[src/rtl/mips_muldiv_seq.sv]
// Iterative signed MULT/DIV sequencer owning the HI/LO write path; one result bit per cycle.
// Optional MIPS_MULDIV_EARLY_TERM_EN: MUL exits once the remaining multiplier bits are zero.
module mips_muldiv_seq #(
    parameter int DATA_WIDTH = 32
) (
    input  logic                  clk,
    input  logic                  rst_n,
    input  logic                  start_mult,
    input  logic                  start_div,
    input  logic [DATA_WIDTH-1:0] operand_a,
    input  logic [DATA_WIDTH-1:0] operand_b,
    input  logic                  hilo_access,
    output logic                  stall,
    output logic                  busy,
    output logic                  done,
    output logic                  hi_we,
    output logic                  lo_we,
    output logic [DATA_WIDTH-1:0] hi_out,
    output logic [DATA_WIDTH-1:0] lo_out,
    output logic                  div_by_zero
);

    localparam int W  = DATA_WIDTH;
    localparam int CW = $clog2(W) + 1;

    typedef enum logic [2:0] {
        S_IDLE,
        S_MUL,
        S_DIV,
        S_FIX,
        S_DONE
    } state_t;

    state_t          state_q;
    logic [2*W-1:0]  acc_q;
    logic [2*W-1:0]  mcand_q;
    logic [W-1:0]    mplier_q;
    logic [CW-1:0]   cnt_q;
    logic            sign_a_q;
    logic            sign_b_q;
    logic            is_div_q;
    logic            done_q;
    logic            dbz_q;
    logic [W-1:0]    hi_q;
    logic [W-1:0]    lo_q;

    logic [W-1:0]    mag_a;
    logic [W-1:0]    mag_b;
    logic [2*W-1:0]  mul_acc_d;
    logic [W-1:0]    mplier_sh;
    logic [W:0]      rem_sh;
    logic            div_ge;
    logic [W:0]      rem_d;
    logic [W-1:0]    quo_d;
    logic            last_iter;
    logic            mul_exit;
    logic [2*W-1:0]  prod_fix;
    logic [W-1:0]    quo_fix;
    logic [W-1:0]    rem_fix;

    // During DIV, mplier_q holds dividend bits shifting out / quotient bits shifting in,
    // acc_q[W:0] holds the partial remainder and mcand_q[W-1:0] the divisor magnitude.
    always_comb begin
        mag_a     = operand_a[W-1] ? -operand_a : operand_a;
        mag_b     = operand_b[W-1] ? -operand_b : operand_b;
        mul_acc_d = mplier_q[0] ? (acc_q + mcand_q) : acc_q;
        mplier_sh = mplier_q >> 1;
        rem_sh    = {acc_q[W-1:0], mplier_q[W-1]};
        div_ge    = (rem_sh >= {1'b0, mcand_q[W-1:0]});
        rem_d     = div_ge ? (rem_sh - {1'b0, mcand_q[W-1:0]}) : rem_sh;
        quo_d     = {mplier_q[W-2:0], div_ge};
        last_iter = (cnt_q == CW'(W - 1));
`ifdef MIPS_MULDIV_EARLY_TERM_EN
        mul_exit  = last_iter || (mplier_sh == '0);
`else
        mul_exit  = last_iter;
`endif
        prod_fix  = (sign_a_q ^ sign_b_q) ? -acc_q : acc_q;
        quo_fix   = (sign_a_q ^ sign_b_q) ? -mplier_q : mplier_q;
        rem_fix   = sign_a_q ? -acc_q[W-1:0] : acc_q[W-1:0];
    end

    always_ff @(posedge clk or negedge rst_n) begin
        if (!rst_n) begin
            state_q  <= S_IDLE;
            acc_q    <= '0;
            mcand_q  <= '0;
            mplier_q <= '0;
            cnt_q    <= '0;
            sign_a_q <= 1'b0;
            sign_b_q <= 1'b0;
            is_div_q <= 1'b0;
            done_q   <= 1'b0;
            dbz_q    <= 1'b0;
            hi_q     <= '0;
            lo_q     <= '0;
        end else begin
            done_q <= 1'b0;
            dbz_q  <= 1'b0;
            case (state_q)
                S_IDLE: begin
                    if (start_mult || start_div) begin
                        sign_a_q <= operand_a[W-1];
                        sign_b_q <= operand_b[W-1];
                        cnt_q    <= '0;
                        acc_q    <= '0;
                        is_div_q <= !start_mult;
                    end
                    // MULT takes priority when both starts arrive together.
                    if (start_mult) begin
                        mcand_q  <= {{W{1'b0}}, mag_a};
                        mplier_q <= mag_b;
                        state_q  <= S_MUL;
                    end else if (start_div) begin
                        if (operand_b == '0) begin
                            hi_q    <= operand_a;
                            lo_q    <= '1;
                            done_q  <= 1'b1;
                            dbz_q   <= 1'b1;
                            state_q <= S_DONE;
                        end else begin
                            mcand_q  <= {{W{1'b0}}, mag_b};
                            mplier_q <= mag_a;
                            state_q  <= S_DIV;
                        end
                    end
                end
                S_MUL: begin
                    acc_q    <= mul_acc_d;
                    mcand_q  <= mcand_q << 1;
                    mplier_q <= mplier_sh;
                    cnt_q    <= cnt_q + CW'(1);
                    if (mul_exit) begin
                        state_q <= S_FIX;
                    end
                end
                S_DIV: begin
                    acc_q    <= {{(W-1){1'b0}}, rem_d};
                    mplier_q <= quo_d;
                    cnt_q    <= cnt_q + CW'(1);
                    if (last_iter) begin
                        state_q <= S_FIX;
                    end
                end
                S_FIX: begin
                    if (is_div_q) begin
                        hi_q <= rem_fix;
                        lo_q <= quo_fix;
                    end else begin
                        hi_q <= prod_fix[2*W-1:W];
                        lo_q <= prod_fix[W-1:0];
                    end
                    done_q  <= 1'b1;
                    state_q <= S_DONE;
                end
                S_DONE: begin
                    state_q <= S_IDLE;
                end
                default: begin
                    state_q <= S_IDLE;
                end
            endcase
        end
    end

    assign busy        = (state_q != S_IDLE);
    assign stall       = busy & (start_mult | start_div | hilo_access);
    assign done        = done_q;
    assign hi_we       = done_q;
    assign lo_we       = done_q;
    assign div_by_zero = dbz_q;
    assign hi_out      = hi_q;
    assign lo_out      = lo_q;

endmodule

[config.mk]
export PLATFORM = sky130hd
export DESIGN_NAME = mips_muldiv_seq
export DESIGN_NICKNAME = d
export VERILOG_FILES = /design/src/rtl/mips_muldiv_seq.sv
export SDC_FILE = /design/constraint.sdc
export NUM_CORES = 1
export LEC_CHECK = 0
export CAP_MARGIN = 20
export CORE_MARGIN = 2
export CORE_UTILIZATION = 55
export CTS_CLUSTER_SIZE = 30
export DETAILED_ROUTE_END_ITERATION = 10
export GPL_ROUTABILITY_DRIVEN = 0
export PLACE_DENSITY_LB_ADDON = 0.12
export REMOVE_ABC_BUFFERS = 1
export SLEW_MARGIN = 30
export SYNTH_ARGS = -nofsm -noshare
export SYNTH_HDL_FRONTEND = slang
export SYNTH_SLANG_ARGS = --single-unit
[constraint.sdc]
create_clock -name clk -period 6.1 [get_ports clk]
set_input_delay 0.915 -clock clk [delete_from_list [all_inputs] [get_ports clk]]
set_output_delay 0.915 -clock clk [all_outputs]
set_load 0.01 [all_outputs]
# == Yosys cells after proc, flatten, opt, wreduce, memory -nomap -nowiden ==
# Cells that the tools add are included.
# classes
addsub,8
n_lt_le_gt_ge,1
eq_ne,12
mux,39
bitwise,4
reduce_logical,17
# ops
operator,count
$mux 32,15
$mux 64,6
$pmux 64 s3,1
$neg 32->32,4
$pmux 32 s2,2
$pmux 64 s2,1
$pmux 32 s3,1
$add 64x64->64,1
$neg 64->64,1
$ge 33x32->1,1
$mux 33,1
$sub 33x32->33,1
$logic_not 32->1,1
$mux 3,4
$pmux 6 s2,1
$ne 2x2->1 const B,5
$pmux 3 s3,1
$reduce_and 3->1,3
$add 6x1->6 const B,1
$eq 3x2->1 const B,2
$eq 6x5->1 const B,1
$mux 6,1
$ne 3x3->1 const B,2
$reduce_and 2->1,3
other kinds (14),21
# totals
reg_bits,238
out_inout_bits,70
wordCells,93

# == Logic depth before layout (Yosys ltp) ==
# Gate-level depths: netlist of run 1.
# logic_depth
word_depth,6
mapped_depth,15

# == Worst setup path after synthesis of run 1 ==
# No wires, ideal clock.
# synth_path
path_type,input to register
start,in operand_b[10]
end,reg mcand_q[13]
setup_ps,133
arrival_ps,3687
path_slack_ps,2281
cell_stages,12
path_cell_list,or4_1 > or3_1 > or3_4 > nand2b_4 > or4_4 > nor3_4 > nand2b_1 > buf_2 > buf_4 > a211oi_1 > a211oi_1 > a21oi_1
# synth_between
elab_chain_len,6
word_cells_on_any_way,9
# synth_lines
element,line,text
start: declaration,11,"input logic [DATA_WIDTH-1:0] operand_b,"
$neg 32->32,65,mag_b = operand_b[W-1] ? -operand_b : operand_b;
$mux 32,65,
$mux 64,115,if (operand_b == '0) begin
$mux 64,114,end else if (start_div) begin
$mux 64,110,if (start_mult) begin
$pmux 64 s2,100,case (state_q)
end signal: assignment,111,"mcand_q <= {{W{1'b0}}, mag_a};"
end signal: assignment,122,"mcand_q <= {{W{1'b0}}, mag_b};"
end signal: assignment,130,mcand_q <= mcand_q << 1;
end: declaration,36,logic [2*W-1:0] mcand_q;
# Several ways; a longest one is shown, not always the timed one. The select of a mux whose other input is x is not followed.
# A chain may end at the register's enable or synchronous reset.

# == Final worst setup path of run 1 ==
# layout_path
start,reg acc_q[30]
end,"reg hi_q[30], in the netlist hi_out[30]"
# layout_between
elab_chain_len,4
word_cells_on_any_way,6
# layout_lines
element,line,text
start: declaration,35,logic [2*W-1:0] acc_q;
start signal: assignment,129,acc_q <= mul_acc_d;
start signal: assignment,138,"acc_q <= {{(W-1){1'b0}}, rem_d};"
$neg 64->64 or $neg 32->32 (tied branches),"78, 80",
$mux 64 or $mux 32 (tied branches),"78, 80",
$mux 32 *,146,if (is_div_q) begin
$pmux 32 s2 *,100,
end signal: assignment,116,hi_q <= operand_a;
end signal: assignment,147,hi_q <= rem_fix;
end signal: assignment,150,hi_q <= prod_fix[2*W-1:W];
end: declaration,44,logic [W-1:0] hi_q;
# Mark *: on every way between the ends. The rest lies on a longest branch, timed or not.

==> impl_metrics.toml, run 1 <==
[outcome]
status = "completed"

[global_routing]
use_met2 = 0.557
grt.total_usage = 0.376
grt.busiest_layer = "met2"
antenna_found_initial = 0
grt_max_degree = 137
grt_pass1_vias = 20000
gr-usage-met1 = 0.524
use_met3 = 0.0627
grt_pass1_wl_mm = 116
gr-total-overflow = 0

[finish]
ff_latch_area_mm2 = 0.00596
nets = 2922
syn_to_final_growth_pct = 11.9
drive_gt1_frac = 0.0495
nFillCells = 3434
antenna_cells = 0
final_cells = 3280
multi_input_area_mm2 = 0.0141

[yosys]
synth_edf_count = 0
ys.flop_type = "dfrtp_1"
synth-adder-area-share = 0.0613
yosys.area_share.simple = 0.192
ys_async_sr_fraction = 1.00
ys_seq_elements = 238
yosys.area.top_type = "dfrtp_1"
synthDistinctLibCells = 76
synth_top_area_share = 0.283
synth_mux_area_frac = 0.0243
syn_area_mm2 = 0.0211
synth_area_per_cell_um2 = 7.66
synth_cells = 2752
ys_warn_count = 0
synth-xor-area-share = 0.105
synth_compound_area_frac = 0.284
synth_top_family_by_area = "compound AO/OA/AOI/OAI gates"
synthTopCellsByArea = "dfrtp_1 (28%), nand2_1 (6.3%), o21ai_0 (6.2%)"
ys_seq_area_frac = 0.283

[worst_setup_path]
max_stage_delay_ns = 0.85
critPathCaptureType = "flip-flop"
worstPathArrival_ns = 4.81
reg2reg_depth = 10
rrSetupSlack_ns = 1.77
cp-start-kind = "flip-flop"
crit_chain = "nor3_1 > nor4bb_1 > and3b_1 > nand2_1 > nor2_1 > a41oi_1 > a21oi_1 > xor2_1 > o21ai_0 > o21a_1"
r2r_start = "acc_q[30]"
cp_data_required_time_ns = 6.57
crit_path_max_fanout = 7
slowest_stage = "nor4bb_1"
path_class = "reg2reg"
cp.depth = 10
cp_top_family = "simple AND/OR/NAND/NOR gates"
cp_num_buf_inv = 0
reg2reg_to = "hi_out[30]"

[clocking]
clockBufferDepth = 3
numCtsBuffers = 29
cts.sinks = 238
clkLatencyLatePin_ns = 0.58
cts_resized = 0
cts_setup_buffers = 0
cts_tree = "built"
clkTransAtPathRegs_ns = 0.06
htree_levels = 1
holdBufCountCts = 0
clockRootBuffer = "clkbuf_16"

[detailed_routing]
drt-wirelength-per-cell_um = 23.0
ant_nets = 0
dr_total_vias = 21800
drt_wl_total_mm = 75.4
via_per_inst = 6.65
drtPass1Iterations = 8
drt_iter0_drc = 2739
drc = 0

[timing]
period_share = 0.710
grt_setup_unrepaired = "no"
tightest_slew_ns = 1.00
period_minus_slack_ns = 4.33
skew_ns = 0.0126
timing.setup.tns_ns = 0
hold_violations = 0
setup_viol = 0
relSlewSlack = 0.323
fmax_mhz = 231
drv_slew = 0

[pwr]
swShare = 0.530
power_frac_comb = 0.688
irDropWorstVdd_mv = 0.487
power.density_mw_per_mm2 = 712
clkPwrFrac = 0.102
pwr-share-seq = 0.210
intPower_mw = 7.89
p_leak_nw = 10.1
switchingPower_mw = 8.90

[floorplanning]
die_h_um = 200
rows = 71
coreArea_mm2 = 0.0377
io_pins = 139
start_util = 0.560
dieArea_mm2 = 0.0399
die_w_um = 200

[placement]
port_buffers = 138
dpl.cell_count = 3231
dpl.hpwl_mm = 55.4

[flow_run]
cap_violations = 0

[hold_path]
hold_class = "in2async"
-- layout make-up --
cell class              instances  area share
inverters                      72      0.0115
flip-flops and latches        238       0.253
clock inverters                13     0.00621
repair buffers                171      0.0718
well taps                     511      0.0271
clock buffers                  36      0.0319
multi-input cells            2239       0.599
-- registers in the layout (all words and copies together) (netlist names) --
| register | cells |
|---|---|
| lo_out | 32 |
| is_div_q | 1 |
| state_q | 3 |
| div_by_zero | 1 |
| cnt_q | 6 |
| done | 1 |
| acc_q | 64 |
| sign_b_q | 1 |
| mcand_q | 64 |
| hi_out | 32 |
| mplier_q | 32 |
| sign_a_q | 1 |
-- synthesized netlist by cell type, drive strengths merged, types with 47 or more instances --
cell	n
a211oi	71
a21o	81
a21oi	236
a31oi	56
clkbuf	174
dfrtp	238
ha	100
inv	71
nand2	353
nand3	47
nor2	236
o21ai	266
xnor2	141
xor2	111
-- kinds of logic (layout without fill, tap and decap cells) --
kind of cell	after synthesis	in the layout
buffers and inverters	275	292
muxes	47	47
adders and majority gates	102	102
AOI/OAI and AO/OA	956	956
and+or+nand+nor	882	882
xor gates and xnor gates	252	252
DFF	238	238
-- power groups by stage --
stage,Sequential (mW),Combinational (mW),Clock (mW)
after global routing,3.60,12.5,1.79
after detailed placement,3.49,11.2,0
after global placement,3.48,11.0,0
final,3.52,11.5,1.71
after CTS,3.48,11.3,1.73
after floorplan,3.24,7.74,0
-- placed cells by master (no fill, tap or decap), types with 15 or more instances in the layout --
master	n
xnor2_1	140
mux2_2	23
nand4_1	32
clkdlybuf4s50_1	136
nand2b_1	19
o31ai_1	43
or4_1	25
or3_1	33
ha_1	100
xor2_1	110
a22oi_1	32
nor2_1	235
mux2i_1	23
nor3_1	41
a211oi_1	71
clkbuf_16	29
o211ai_1	25
buf_4	29
and3_1	19
inv_1	70
nor4_1	15
nand3_1	47
dfrtp_1	237
o21bai_1	15
a31oi_1	56
a21oi_1	235
o21ai_0	261
nand2_1	351
a21o_1	81
o21a_1	18
-- worst max-delay path by stage --
| stage | startpoint | to | slack, ns |
|---|---|---|---|
| floorplan | state_q[1] | acc_q[58] | 0.92 |
| global placement | operand_b[8] | hi_out[30] | 1.36 |
| detailed placement | operand_b[8] | mcand_q[19] | 1.29 |
| CTS | operand_b[8] | mcand_q[19] | 1.88 |
| global route | acc_q[30] | hi_out[30] | 1.60 |
| finish | acc_q[30] | hi_out[30] | 1.77 |
-- through the flow --
step / utilization / worst slack (ns) / instance area (um2) / hold WS [ns] / total power, mW
after floorplan: - / 0.917 / 20300 / 0.468 / 11.0
after global placement: 0.601 / 1.36 / 22600 / 0.485 / 14.5
after detailed placement: 0.602 / 1.29 / 22700 / 0.496 / 14.7
after CTS: 0.626 / 1.88 / 23600 / 0.438 / 16.5
after global routing: 0.626 / 1.60 / 23600 / 0.475 / 17.9
final: 0.626 / 1.77 / 23600 / 0.358 / 16.8
-- per-layer routing --
layer / wire length [um] / share of wire / up-vias
met5: 0 / 0 / -
met4: 4940 / 0.065 / 0
met3: 7780 / 0.10 / 263
met2: 31800 / 0.42 / 1309
met1: 30900 / 0.41 / 10300
li1: - / - / 9916
Note: power is estimated with default switching activity, not from simulation.
==> inputs of run 2 (changes only) <==
==> constraint.sdc (replaced) <==
create_clock -name clk -period 4.5 [get_ports clk]
set_input_delay 0.675 -clock clk [delete_from_list [all_inputs] [get_ports clk]]
set_output_delay 0.675 -clock clk [all_outputs]
set_load 0.01 [all_outputs]
==> impl_metrics.toml, run 2 (synthesis gave the netlist of run 1 again) <==
[clocking]
htree_levels = 1
clockRootBuffer = "clkbuf_16"
clkTransAtPathRegs_ns = 0.07
cts_setup_buffers = 0
cts_resized = 0
holdBufCountCts = 0
clockBufferDepth = 3
cts_tree = "built"
clkLatencyLatePin_ns = 0.58
cts.sinks = 238
numCtsBuffers = 29

[global_routing]
grt_max_degree = 118
grt.total_usage = 0.386
grt_pass1_wl_mm = 120
gr-total-overflow = 0
antenna_found_initial = 0
grt_pass1_vias = 20600

[timing]
relSlewSlack = 0.356
hold_violations = 0
fmax_mhz = 243
skew_ns = 0.0161
period_share = 0.916
setup_viol = 0
drv_slew = 0
period_minus_slack_ns = 4.12
grt_setup_unrepaired = "no"
tightest_slew_ns = 0.965

[floorplanning]
start_util = 0.560
die_h_um = 200
io_pins = 139
coreArea_mm2 = 0.0377
dieArea_mm2 = 0.0399
rows = 71
die_w_um = 200

[finish]
antenna_cells = 0
syn_to_final_growth_pct = 14.0
nets = 2963
drive_gt1_frac = 0.0651
final_cell_mix = "nand2_1 (351), o21ai_0 (261), dfrtp_1 (237)"
final_cells = 3322
reg_top3 = "acc_q (64), mcand_q (64)"
layout_commonest_cell = "nand2_1"

[detailed_routing]
ant_nets = 0
drc = 0
drt_iter0_drc = 2778
drt_wl_total_mm = 77.8
drt-wirelength-per-cell_um = 23.4
dr_total_vias = 22200
via_per_inst = 6.68
drtPass1Iterations = 6

[pwr]
finalPower_mw = 23.3
irDropWorstVdd_mv = 0.535
clkPwrFrac = 0.109
switchingPower_mw = 12.3
power_frac_comb = 0.690
intPower_mw = 11.1
pwr-share-seq = 0.202
swShare = 0.526
power.density_mw_per_mm2 = 971
p_leak_nw = 10.4

[placement]
dpl.cell_count = 3271
port_buffers = 138
dpl.hpwl_mm = 57.6

[worst_setup_path]
reg2reg_depth = 11
cp_data_required_time_ns = 4.95
path_class = "reg2reg"
critPathCaptureType = "flip-flop"
crit_path_max_fanout = 8
cp-start-kind = "flip-flop"
worstPathArrival_ns = 4.58

[outcome]
status = "completed"

[hold_path]
hold_class = "in2async"

[flow_run]
cap_violations = 0
==> run 2: worst max-delay path: stages, from the launching register on <==
cell	delay, ns
dfrtp_1	0.51
ha_1	0.44
nand2_1	0.09
o21ai_0	0.27
a21oi_1	0.13
nor4b_1	0.60
a211oi_1	0.23
o211ai_1	0.33
nand2_1	0.26
o41ai_1	0.69
mux2i_1	0.15
a211o_1	0.29
==> run 2: power groups by stage <==
stage | combinational, mW | sequential [mW] | clock, mW
after floorplan | 10.5 | 4.39 | 0
after global placement | 15.2 | 4.61 | 0
after detailed placement | 15.5 | 4.65 | 0
after CTS | 15.6 | 4.62 | 2.54
after global routing | 17.4 | 4.81 | 2.63
final | 16.1 | 4.71 | 2.53
==> run 2: worst paths after layout <==
check / from / to / slack, ns
max in group asynchronous: rst_n / lo_out[21] / 3.35
hold / removal: rst_n / lo_out[3] / 0.03
setup / recovery: acc_q[20] / acc_q[58] / 0.38
min in group clk: cnt_q[0] / cnt_q[0] / 0.51
hold reg to reg: cnt_q[0] / cnt_q[0] / 0.51
setup reg to reg: acc_q[20] / acc_q[58] / 0.38
==> run 2: area by class of cell <==
class	instances	area, um2
clock buffer	37	796
sequential	238	5960
inverter	72	270
timing repair buffer	212	2050
multi-input combinational	2239	14100
clock inverter	13	196
tap	511	639
fill	3393	13600
==> run 2: per-stage QoR <==
step / setup TNS, ns / cell area [um2] / hold WS [ns] / setup WS (ns) / utilization
2_1_floorplan: -17.17 / 20300 / 0.379 / -0.683 / -
3_3_place_gp: 0 / 23000 / 0.486 / 0.134 / 0.610
3_5_place_dp: 0 / 23000 / 0.503 / 0.0982 / 0.611
4_1_cts: 0 / 24000 / 0.213 / 0.545 / 0.637
5_1_grt: 0 / 24000 / 0.0806 / 0.120 / 0.638
6_report: 0 / 24000 / 0.0305 / 0.379 / 0.638
==> run 2: metal layers <==
metal  track usage  vias to the layer above  share of wire
met5             0                        -              0
met4         0.204                        0          0.061
met3        0.0654                      277           0.10
met2         0.593                     1349           0.43
met1         0.523                    10500           0.40
li1              -                    10000              -
